`src/rtl/dft_gen_pkg.sv`:
```
// -----------------------------------------------------------------------------
// dft_gen_pkg
// Shared types and constants for the DFT frame stimulus generator.
//   pattern_e   : data pattern selector (matches the 2-bit cfg_mode encoding)
//   gen_state_e : generator FSM states
//   LFSR_POLY   : feedback taps of x^32+x^22+x^2+x+1 (x^32 term is the MSB
//                 shifted out; remaining terms are bits 22, 2, 1 and 0)
//   lfsr_step   : one left-shifting Galois step of that polynomial
// -----------------------------------------------------------------------------
package dft_gen_pkg;

    typedef enum logic [1:0] {
        PAT_RAMP    = 2'd0,
        PAT_IMPULSE = 2'd1,
        PAT_ALT     = 2'd2,
        PAT_LFSR    = 2'd3
    } pattern_e;

    typedef enum logic [1:0] {
        IDLE = 2'd0,
        SEND = 2'd1,
        GAP  = 2'd2
    } gen_state_e;

    localparam logic [31:0] LFSR_POLY = 32'h0040_0007;

    function automatic logic [31:0] lfsr_step(input logic [31:0] s);
        return {s[30:0], 1'b0} ^ (s[31] ? LFSR_POLY : 32'h0);
    endfunction

endpackage

```
`src/rtl/dft_gen_lfsr32.sv`:
```
// -----------------------------------------------------------------------------
// dft_gen_lfsr32
// 32-bit Galois LFSR that advances one step per cycle in which adv_i is high.
// Ports:
//   clk      in  clock
//   rst_n    in  synchronous active-low reset, loads SEED
//   adv_i    in  advance one step at the next edge
//   state_o  out current LFSR state
// -----------------------------------------------------------------------------
module dft_gen_lfsr32
    import dft_gen_pkg::*;
#(
    parameter logic [31:0] SEED = 32'hACE1_2468
) (
    input  logic        clk,
    input  logic        rst_n,
    input  logic        adv_i,
    output logic [31:0] state_o
);

    logic [31:0] state_q;

    always_ff @(posedge clk) begin
        if (!rst_n) begin
            state_q <= SEED;
        end else if (adv_i) begin
            state_q <= lfsr_step(state_q);
        end
    end

    assign state_o = state_q;

endmodule

```
`src/rtl/dft_frame_gen.sv`:
```
// -----------------------------------------------------------------------------
// dft_frame_gen
// Frame stimulus source for the mixed-radix DFT sink. Emits frames of a
// runtime-selected point count separated by a programmable idle gap, with
// valid/ready handshake, sop/eop framing and per-frame size/inverse sideband.
// Ports:
//   clk, rst_n       clock, synchronous active-low reset
//   start, stop      one-cycle run control pulses
//   cfg_*            run configuration, captured when a run starts
//   src_valid/ready  downstream handshake
//   src_sop/eop      frame delimiters
//   src_real/imag    sample data
//   src_dftpts       point count of the current frame
//   src_inverse      inverse-DFT flag of the current frame
//   busy             high outside IDLE
//   frame_cnt        frames completed in this run (wraps)
//   cfg_err          one-cycle pulse when start is rejected (cfg_dftpts==0)
// -----------------------------------------------------------------------------
module dft_frame_gen
    import dft_gen_pkg::*;
#(
    parameter int          DW        = 18,
    parameter int          PTS_W     = 12,
    parameter int          GAP_W     = 16,
    parameter int          NFR_W     = 8,
    parameter logic [31:0] LFSR_SEED = 32'hACE1_2468
) (
    input  logic             clk,
    input  logic             rst_n,
    input  logic             start,
    input  logic             stop,
    input  logic [PTS_W-1:0] cfg_dftpts,
    input  logic [GAP_W-1:0] cfg_gap,
    input  logic [NFR_W-1:0] cfg_nframes,
    input  logic [1:0]       cfg_mode,
    input  logic             cfg_inverse,
    output logic             src_valid,
    input  logic             src_ready,
    output logic             src_sop,
    output logic             src_eop,
    output logic [DW-1:0]    src_real,
    output logic [DW-1:0]    src_imag,
    output logic [PTS_W-1:0] src_dftpts,
    output logic             src_inverse,
    output logic             busy,
    output logic [NFR_W-1:0] frame_cnt,
    output logic             cfg_err
);

    localparam logic signed [DW-1:0] AMP  = DW'(1 << (DW - 2));
    localparam logic signed [DW-1:0] NAMP = -AMP;

    function automatic logic [DW-1:0] pat_re(input pattern_e m, input logic [PTS_W-1:0] k,
                                             input logic [31:0] l);
        logic [DW-1:0] r;
        case (m)
            PAT_RAMP:    r = DW'(k);
            PAT_IMPULSE: r = (k == '0) ? AMP : '0;
            PAT_ALT:     r = k[0] ? NAMP : AMP;
            default:     r = l[DW-1:0];
        endcase
        return r;
    endfunction

    function automatic logic [DW-1:0] pat_im(input pattern_e m, input logic [PTS_W-1:0] k,
                                             input logic [31:0] l);
        logic [DW-1:0] r;
        case (m)
            PAT_RAMP: r = DW'(k);
            PAT_LFSR: r = l[31:32-DW];
            default:  r = '0;
        endcase
        return r;
    endfunction

    gen_state_e       state_q, state_d;
    logic [PTS_W-1:0] k_q, k_d, pts_q, pts_d, dftpts_q, dftpts_d;
    pattern_e         mode_q, mode_d;
    logic             inv_q, inv_d, inverse_q, inverse_d;
    logic [GAP_W-1:0] gap_cfg_q, gap_cfg_d, gap_cnt_q, gap_cnt_d;
    logic [NFR_W-1:0] nfr_q, nfr_d, frame_cnt_q, frame_cnt_d;
    logic             stop_pend_q, stop_pend_d;
    logic             valid_q, valid_d, sop_q, sop_d, eop_q, eop_d, cfg_err_q, cfg_err_d;
    logic [DW-1:0]    re_q, re_d, im_q, im_d;

    logic             xfer, stop_any, last_frame, load, frame_start;
    logic [PTS_W-1:0] ld_k, ld_pts;
    pattern_e         ld_mode;
    logic             ld_inv;
    logic [31:0]      lfsr_state, lfsr_nxt;

    assign xfer       = valid_q && src_ready;
    assign stop_any   = stop_pend_q || stop;
    assign last_frame = (nfr_q != '0) && ((frame_cnt_q + NFR_W'(1)) == nfr_q);

    dft_gen_lfsr32 #(.SEED(LFSR_SEED)) u_lfsr (
        .clk     (clk),
        .rst_n   (rst_n),
        .adv_i   (xfer),
        .state_o (lfsr_state)
    );

    // A beat loaded in the same cycle as a transfer must see the post-advance state.
    assign lfsr_nxt = xfer ? lfsr_step(lfsr_state) : lfsr_state;

    always_comb begin
        state_d     = state_q;
        k_d         = k_q;
        pts_d       = pts_q;
        mode_d      = mode_q;
        inv_d       = inv_q;
        gap_cfg_d   = gap_cfg_q;
        gap_cnt_d   = gap_cnt_q;
        nfr_d       = nfr_q;
        frame_cnt_d = frame_cnt_q;
        stop_pend_d = stop_pend_q;
        valid_d     = valid_q;
        sop_d       = sop_q;
        eop_d       = eop_q;
        re_d        = re_q;
        im_d        = im_q;
        dftpts_d    = dftpts_q;
        inverse_d   = inverse_q;
        cfg_err_d   = 1'b0;
        load        = 1'b0;
        frame_start = 1'b0;
        ld_k        = '0;
        ld_pts      = pts_q;
        ld_mode     = mode_q;
        ld_inv      = inv_q;

        case (state_q)
            IDLE: begin
                if (start) begin
                    if (cfg_dftpts == '0) begin
                        cfg_err_d = 1'b1;
                    end else begin
                        pts_d       = cfg_dftpts;
                        mode_d      = pattern_e'(cfg_mode);
                        inv_d       = cfg_inverse;
                        gap_cfg_d   = cfg_gap;
                        nfr_d       = cfg_nframes;
                        frame_cnt_d = '0;
                        stop_pend_d = 1'b0;
                        frame_start = 1'b1;
                        // Shadows are being written this edge, so take beat 0 from cfg directly.
                        ld_pts      = cfg_dftpts;
                        ld_mode     = pattern_e'(cfg_mode);
                        ld_inv      = cfg_inverse;
                    end
                end
            end
            SEND: begin
                if (stop) stop_pend_d = 1'b1;
                if (xfer) begin
                    if (eop_q) begin
                        frame_cnt_d = frame_cnt_q + NFR_W'(1);
                        if (last_frame || stop_any) begin
                            state_d     = IDLE;
                            stop_pend_d = 1'b0;
                            valid_d     = 1'b0;
                            sop_d       = 1'b0;
                            eop_d       = 1'b0;
                        end else if (gap_cfg_q == '0) begin
                            frame_start = 1'b1;
                        end else begin
                            state_d   = GAP;
                            gap_cnt_d = gap_cfg_q;
                            valid_d   = 1'b0;
                            sop_d     = 1'b0;
                            eop_d     = 1'b0;
                        end
                    end else begin
                        load = 1'b1;
                        ld_k = k_q + PTS_W'(1);
                    end
                end
            end
            GAP: begin
                if (stop_any) begin
                    state_d     = IDLE;
                    stop_pend_d = 1'b0;
                end else if (gap_cnt_q == GAP_W'(1)) begin
                    frame_start = 1'b1;
                end else begin
                    gap_cnt_d = gap_cnt_q - GAP_W'(1);
                end
            end
            default: state_d = IDLE;
        endcase

        if (frame_start) begin
            state_d = SEND;
            load    = 1'b1;
            ld_k    = '0;
        end

        if (load) begin
            k_d       = ld_k;
            valid_d   = 1'b1;
            sop_d     = (ld_k == '0);
            eop_d     = (ld_k == (ld_pts - PTS_W'(1)));
            re_d      = pat_re(ld_mode, ld_k, lfsr_nxt);
            im_d      = pat_im(ld_mode, ld_k, lfsr_nxt);
            dftpts_d  = ld_pts;
            inverse_d = ld_inv;
        end
    end

    always_ff @(posedge clk) begin
        if (!rst_n) begin
            state_q     <= IDLE;
            k_q         <= '0;
            pts_q       <= '0;
            mode_q      <= PAT_RAMP;
            inv_q       <= 1'b0;
            gap_cfg_q   <= '0;
            gap_cnt_q   <= '0;
            nfr_q       <= '0;
            frame_cnt_q <= '0;
            stop_pend_q <= 1'b0;
            valid_q     <= 1'b0;
            sop_q       <= 1'b0;
            eop_q       <= 1'b0;
            re_q        <= '0;
            im_q        <= '0;
            dftpts_q    <= '0;
            inverse_q   <= 1'b0;
            cfg_err_q   <= 1'b0;
        end else begin
            state_q     <= state_d;
            k_q         <= k_d;
            pts_q       <= pts_d;
            mode_q      <= mode_d;
            inv_q       <= inv_d;
            gap_cfg_q   <= gap_cfg_d;
            gap_cnt_q   <= gap_cnt_d;
            nfr_q       <= nfr_d;
            frame_cnt_q <= frame_cnt_d;
            stop_pend_q <= stop_pend_d;
            valid_q     <= valid_d;
            sop_q       <= sop_d;
            eop_q       <= eop_d;
            re_q        <= re_d;
            im_q        <= im_d;
            dftpts_q    <= dftpts_d;
            inverse_q   <= inverse_d;
            cfg_err_q   <= cfg_err_d;
        end
    end

    assign src_valid   = valid_q;
    assign src_sop     = sop_q;
    assign src_eop     = eop_q;
    assign src_real    = re_q;
    assign src_imag    = im_q;
    assign src_dftpts  = dftpts_q;
    assign src_inverse = inverse_q;
    assign busy        = (state_q != IDLE);
    assign frame_cnt   = frame_cnt_q;
    assign cfg_err     = cfg_err_q;

endmodule

```
`config.mk`:
```
export PLATFORM = sky130hd
export DESIGN_NAME = dft_frame_gen
export DESIGN_NICKNAME = d
export VERILOG_FILES = /design/src/rtl/dft_gen_pkg.sv /design/src/rtl/dft_gen_lfsr32.sv /design/src/rtl/dft_frame_gen.sv
export SDC_FILE = /design/constraint.sdc
export NUM_CORES = 1
export LEC_CHECK = 0
export ABC_CLOCK_PERIOD_IN_PS = 9700
export CORE_MARGIN = 3
export CORE_UTILIZATION = 45
export CTS_BUF_LIST = sky130_fd_sc_hd__clkbuf_4
export CTS_CLUSTER_DIAMETER = 150
export DETAILED_ROUTE_END_ITERATION = 12
export GPL_TIMING_DRIVEN = 1
export PLACE_DENSITY = 0.76
export SLEW_MARGIN = 25
export SYNTH_ARGS = -nofsm -noshare
export SYNTH_HDL_FRONTEND = slang
export SYNTH_SLANG_ARGS = --single-unit
export TNS_END_PERCENT = 100
```
`constraint.sdc`:
```
create_clock -name clk -period 9.7 [get_ports clk]
set_input_delay 1.455 -clock clk [delete_from_list [all_inputs] [get_ports clk]]
set_output_delay 1.455 -clock clk [all_outputs]
set_load 0.1 [all_outputs]
```
# == Word level (Yosys, flattened, before mapping) ==
# Cells that the tools add are included.
# word_totals
ff_bits,163
output_inout_bits,62
wordCells,149
# classes
add_sub_neg,4
eq_ne,24
muxes,70
n_bitwise,4
n_reduce_logical,27
# op_table
op,count
$mux 16,6
$mux 12,7
$pmux 18 s3,1
$pmux 18 s2,1
$mux 1,34
$mux 32,1
$mux 8,4
$pmux 16 s2,1
$xor 32x32->32,1
$logic_not 12->1,2
$mux 23,1
$mux 18,1
$ne 2x2->1 const B,9
$mux 17,1
$eq 16x1->1 const B,1
$logic_not 16->1,1
$mux 2,8
$pmux 8 s2,1
$sub 16x1->16 const B,1
$reduce_and 5->1,3
$add 12x1->12 const B,1
$eq 12x12->1,1
$ne 3x3->1 const B,4
$reduce_bool 2->1,6
other kinds (21),32

# == Logic depth before layout (Yosys ltp) ==
# depth
word_depth,12
ltp_mapped,17

# == Cells and area by module ==
# From an unflattened synthesis, not the netlist that was laid out.
# unflattened
hier_cells,1080
hier_area_um2,8923.6
# by_module_without_submodules
mod,instances,cells_each,area_each_um2,seq_area_each_um2
dft_frame_gen,1,973,7701.1,2622.5
dft_gen_lfsr32,1,107,1222.4,640.6

# == Worst setup path after synthesis ==
# No wires, ideal clock.
# synth_timing
path_type,in2reg
startpoint,input port cfg_dftpts[9]
endpoint,register eop_q (netlist: src_eop)
setup_time_ps,71
arrival_ps,4588
required_time_ps,9629
setup_slack_ps,5041
cell_stages,14
path_buffers,2
path_cell_list,or4_1 -> o31ai_4 -> clkbuf_8 -> clkbuf_1 -> a22oi_1 -> ha_1 -> o221ai_1 -> nor2_1 -> o211ai_1 -> nor3b_1 -> a2111o_1 -> a2111oi_2 -> nand3_1 -> o21ai_1
# synth_via
elab_chain_cells,7
word_cells_on_any_way,15
cone_classes,add/sub (1); eq/ne (1); mux (9); reduce/logical (4)
# synth_lines
element,line,text
from (decl),dft_frame_gen.sv:32,"input logic [PTS_W-1:0] cfg_dftpts,"
$logic_not 12->1,dft_frame_gen.sv:135,if (cfg_dftpts == '0) begin
$mux 12 / $mux 1 (equally long branches) (2 in a row),--,
$mux 12 / $pmux 1 s3 (equally long branches),--,
$sub 12x1->12 (tied with other cells),dft_frame_gen.sv:202,eop_d = (ld_k == (ld_pts - PTS_W'(1)));
$eq 12x12->1 / $reduce_bool 2->1 (equally long branches),--,
$mux 1 / $reduce_and 2->1 (equally long branches),--,
to (signal assigned),dft_frame_gen.sv:243,eop_q <= eop_d;
to (decl),dft_frame_gen.sv:83,"logic valid_q, valid_d, sop_q, sop_d, eop_q, eop_d, cfg_err_q, cfg_err_d;"
# Parallel ways exist; a longest one is shown, timed or not.
# A chain may end at the register's enable or synchronous reset.

# == Worst setup path after layout ==
# layout_timing
startpoint,input port cfg_dftpts[4]
endpoint,register eop_q (netlist: src_eop)
# The elaborated chain is that of the path after synthesis.

==> impl_metrics.ini <==
[outcome]
status = complete, no violations

[detailed_routing]
via_count = 7484
drc = 0
ant_nets = 0
drt-total-wl_um = 22000
via_per_inst = 5.66
initialDrtViolationCount = 594
wl_per_cell_um = 16.7
drt_pre_antenna_iters = 5

[logic_synthesis]
synth_cells = 1017
synth_top_area_frac = 0.392
synth_area_leaders = dfxtp_1 (39%), nand2_1 (6.2%), a21oi_1 (5.7%)
syn_area_mm2 = 0.00832
synth_area_per_cell_um2 = 8.18
yosys.area.top_type = dfxtp_1
ys_seq_elements = 163
synthArstFlopShare = 0
yosysMostFrequentCell = dfxtp_1
ys_types = 81
synth.net_count = 1075
synth_commonest_cells = dfxtp_1 (163), nand2_1 (138), nor2_1 (118)
yosysWarnings = 0
synth-edff-count = 0
synth_ff_type = dfxtp_1
synth_seq_area_share = 0.392

[worst_setup_path]
endpoint_kind = flop
slowest_stage = or4_4
cp_max_fo = 37
r2r-end = src_eop
cp.arrival_ns = 5.51
reg2reg_slack_ns = 5.55
worstSetupPathType = in -> reg
cp.required_ns = 10.23
slowest_delay_ns = 0.61
worstReg2RegStart = state_q[0]
cp-start-kind = input pin
r2r_cells = 15
path_cells = clkdlybuf4s50_1 > or4_4 > o31ai_4 > buf_4 > a22oi_1 > ha_1 > o221ai_1 > nor2_1 > o211ai_1 > o41ai_1 > a2111o_1 > a2111oi_2 > nand3_1 > o21ai_1

[min_path]
hold_path_class = reg -> reg
hold_depth = 2
min_to = src_imag[10]
hold_start = src_imag[10]

[placement]
dp_cells = 1291
port_buffers = 105
gp_congestion = 0.896
place_area_mm2 = 0.00939
post-dp-hpwl_um = 15000
pre_cts_ws_ns = 4.18

[global_routing]
antenna_found_initial = 1
grt_max_degree = 70
grt_pass1_wl_um = 35900
grt_pass1_vias = 7059
overflow = 0
grt_usage = 0.217

[floorplan]
fp.dieH_um = 142
die_w_um = 142
dieArea_mm2 = 0.0202
core_area_mm2 = 0.0181
ioPinCount = 106
start_util = 0.460
num_rows = 49

[timing]
hold_viol = 0
setup_tns_ns = 0
fin_crit_ns = 4.98
setup_viol_count_final = 0
max-slew-margin-rel = 0.304
maxSlewViolCount = 0
tightest_slew_ns = 1.04
fin_skew_ns = 0.0288
worst_slack_ns = 4.72
grt_setup_unrepaired = false
max_freq_mhz = 201
period_share = 0.514

[cts]
clock-sinks = 163
cts_tree = done
cts_made_buffers = 17
clock_path_buffers = 2
h-tree-depth = 4
ctsHoldBuffers = 0
clk_pin_slew_ns = 0.15
cts_resized = 0
root_buffer = clkbuf_4
insertion_delay_ns = 0.58
post_cts_buffers = 0

[power_and_ir_drop]
total_power_mw = 1.71
cellLeakagePower_nw = 3.39
peakVddDrop_v = 0.000105
p_per_area_mw_per_mm2 = 177

[cells_and_area]
drive_gt1_frac = 0.0704
fin_cells = 1323
final_area_mm2 = 0.00965
fill_cells = 1707
area_delta_synth_final_pct = 15.9
fin_nets = 1139

[run]
drv_cap = 0
## area by class of cell
cell class / instances / area (um^2) / area share
Antenna cell: 1 / 2.50 / 0.000259
Timing Repair Buffer: 113 / 1110 / 0.115
Clock inverter: 13 / 101 / 0.0105
Clock buffer: 18 / 135 / 0.0140
Multi-Input combinational cell: 772 / 4690 / 0.486
Inverter: 14 / 53.8 / 0.00558
Tap cell: 229 / 287 / 0.0297
Sequential cell: 163 / 3260 / 0.338
## state kept, by name, summed over array words and instances (netlist names), 2 cells and up
signal	cells
gap_cnt_q	16
mode_q	2
frame_cnt	8
src_real	18
u_lfsr.state_o	32
src_dftpts	12
src_imag	18
state_q	2
pts_q	12
nfr_q	8
k_q	12
gap_cfg_q	16
## report_power, final
| part | internal, mW | switching (mW) |
|---|---|---|
| combinational | 0.190 | 0.388 |
| sequential | 0.722 | 0.0428 |
| clock | 0.106 | 0.258 |
| total | 1.02 | 0.689 |
## worst max path at each step
stage	start	end	depth (start not counted)
floorplan	cfg_dftpts[9]	src_eop	14
global placement	cfg_dftpts[4]	src_eop	14
detailed placement	cfg_dftpts[4]	src_eop	14
CTS	cfg_dftpts[4]	src_eop	14
global route	cfg_dftpts[4]	src_eop	14
finish	cfg_dftpts[4]	src_eop	14
## through the flow
stage	util	hold WS [ns]
4_1_cts	0.532	0.468
2_1_floorplan	-	0.441
3_3_place_gp	0.519	0.444
5_1_grt	0.533	0.493
3_5_place_dp	0.519	0.446
6_report	0.533	0.464
## cell usage in the layout (no fill, tap or decap), types with 9 or more instances in the layout
cell type,instances
o21a_1,13
nand2_1,138
dfxtp_1,163
inv_1,13
nand3_1,21
nor4_1,16
and2_1,13
nand3b_1,16
a21oi_1,94
nor3_1,34
ha_1,13
nand2b_1,9
mux2i_1,39
clkdlybuf4s50_1,105
nor2b_1,10
xnor2_1,31
or3_1,18
a211oi_1,18
clkbuf_4,18
xor2_1,9
nor2_1,118
o21ai_0,34
a22oi_1,11
## logic make-up (layout without fill, tap and decap cells)
logic type                 Yosys count  after routing  share of synthesized area
adders and majority gates           14             14                     0.0211
DFF                                163            163                      0.392
and+or+nand+nor                    429            429                      0.245
muxes                               45             45                     0.0550
other                                0              1                          0
AOI/OAI and AO/OA                  244            244                      0.196
buffers and inverters               82            158                     0.0484
xor gates and xnor gates            40             40                     0.0421
## per-layer routing
metal | vias to the layer above | routed length (um) | global-route usage
met5 | - | 0 | 0
met4 | 0 | 427 | 0.0758
met3 | 35 | 1020 | 0.0373
met2 | 205 | 10300 | 0.346
met1 | 3500 | 10300 | 0.299
li1 | 3744 | - | -
## critical path, delay by kind of cell
kind / cells / cell delay [ns]
AO/OA/AOI/OAI: 8 / 1.98
buffers and inverters: 2 / 0.96
adder cells (fa/ha/maj): 1 / 0.32
AND/OR/NAND/NOR: 3 / 0.80
Power figures use the tool's default switching activity.
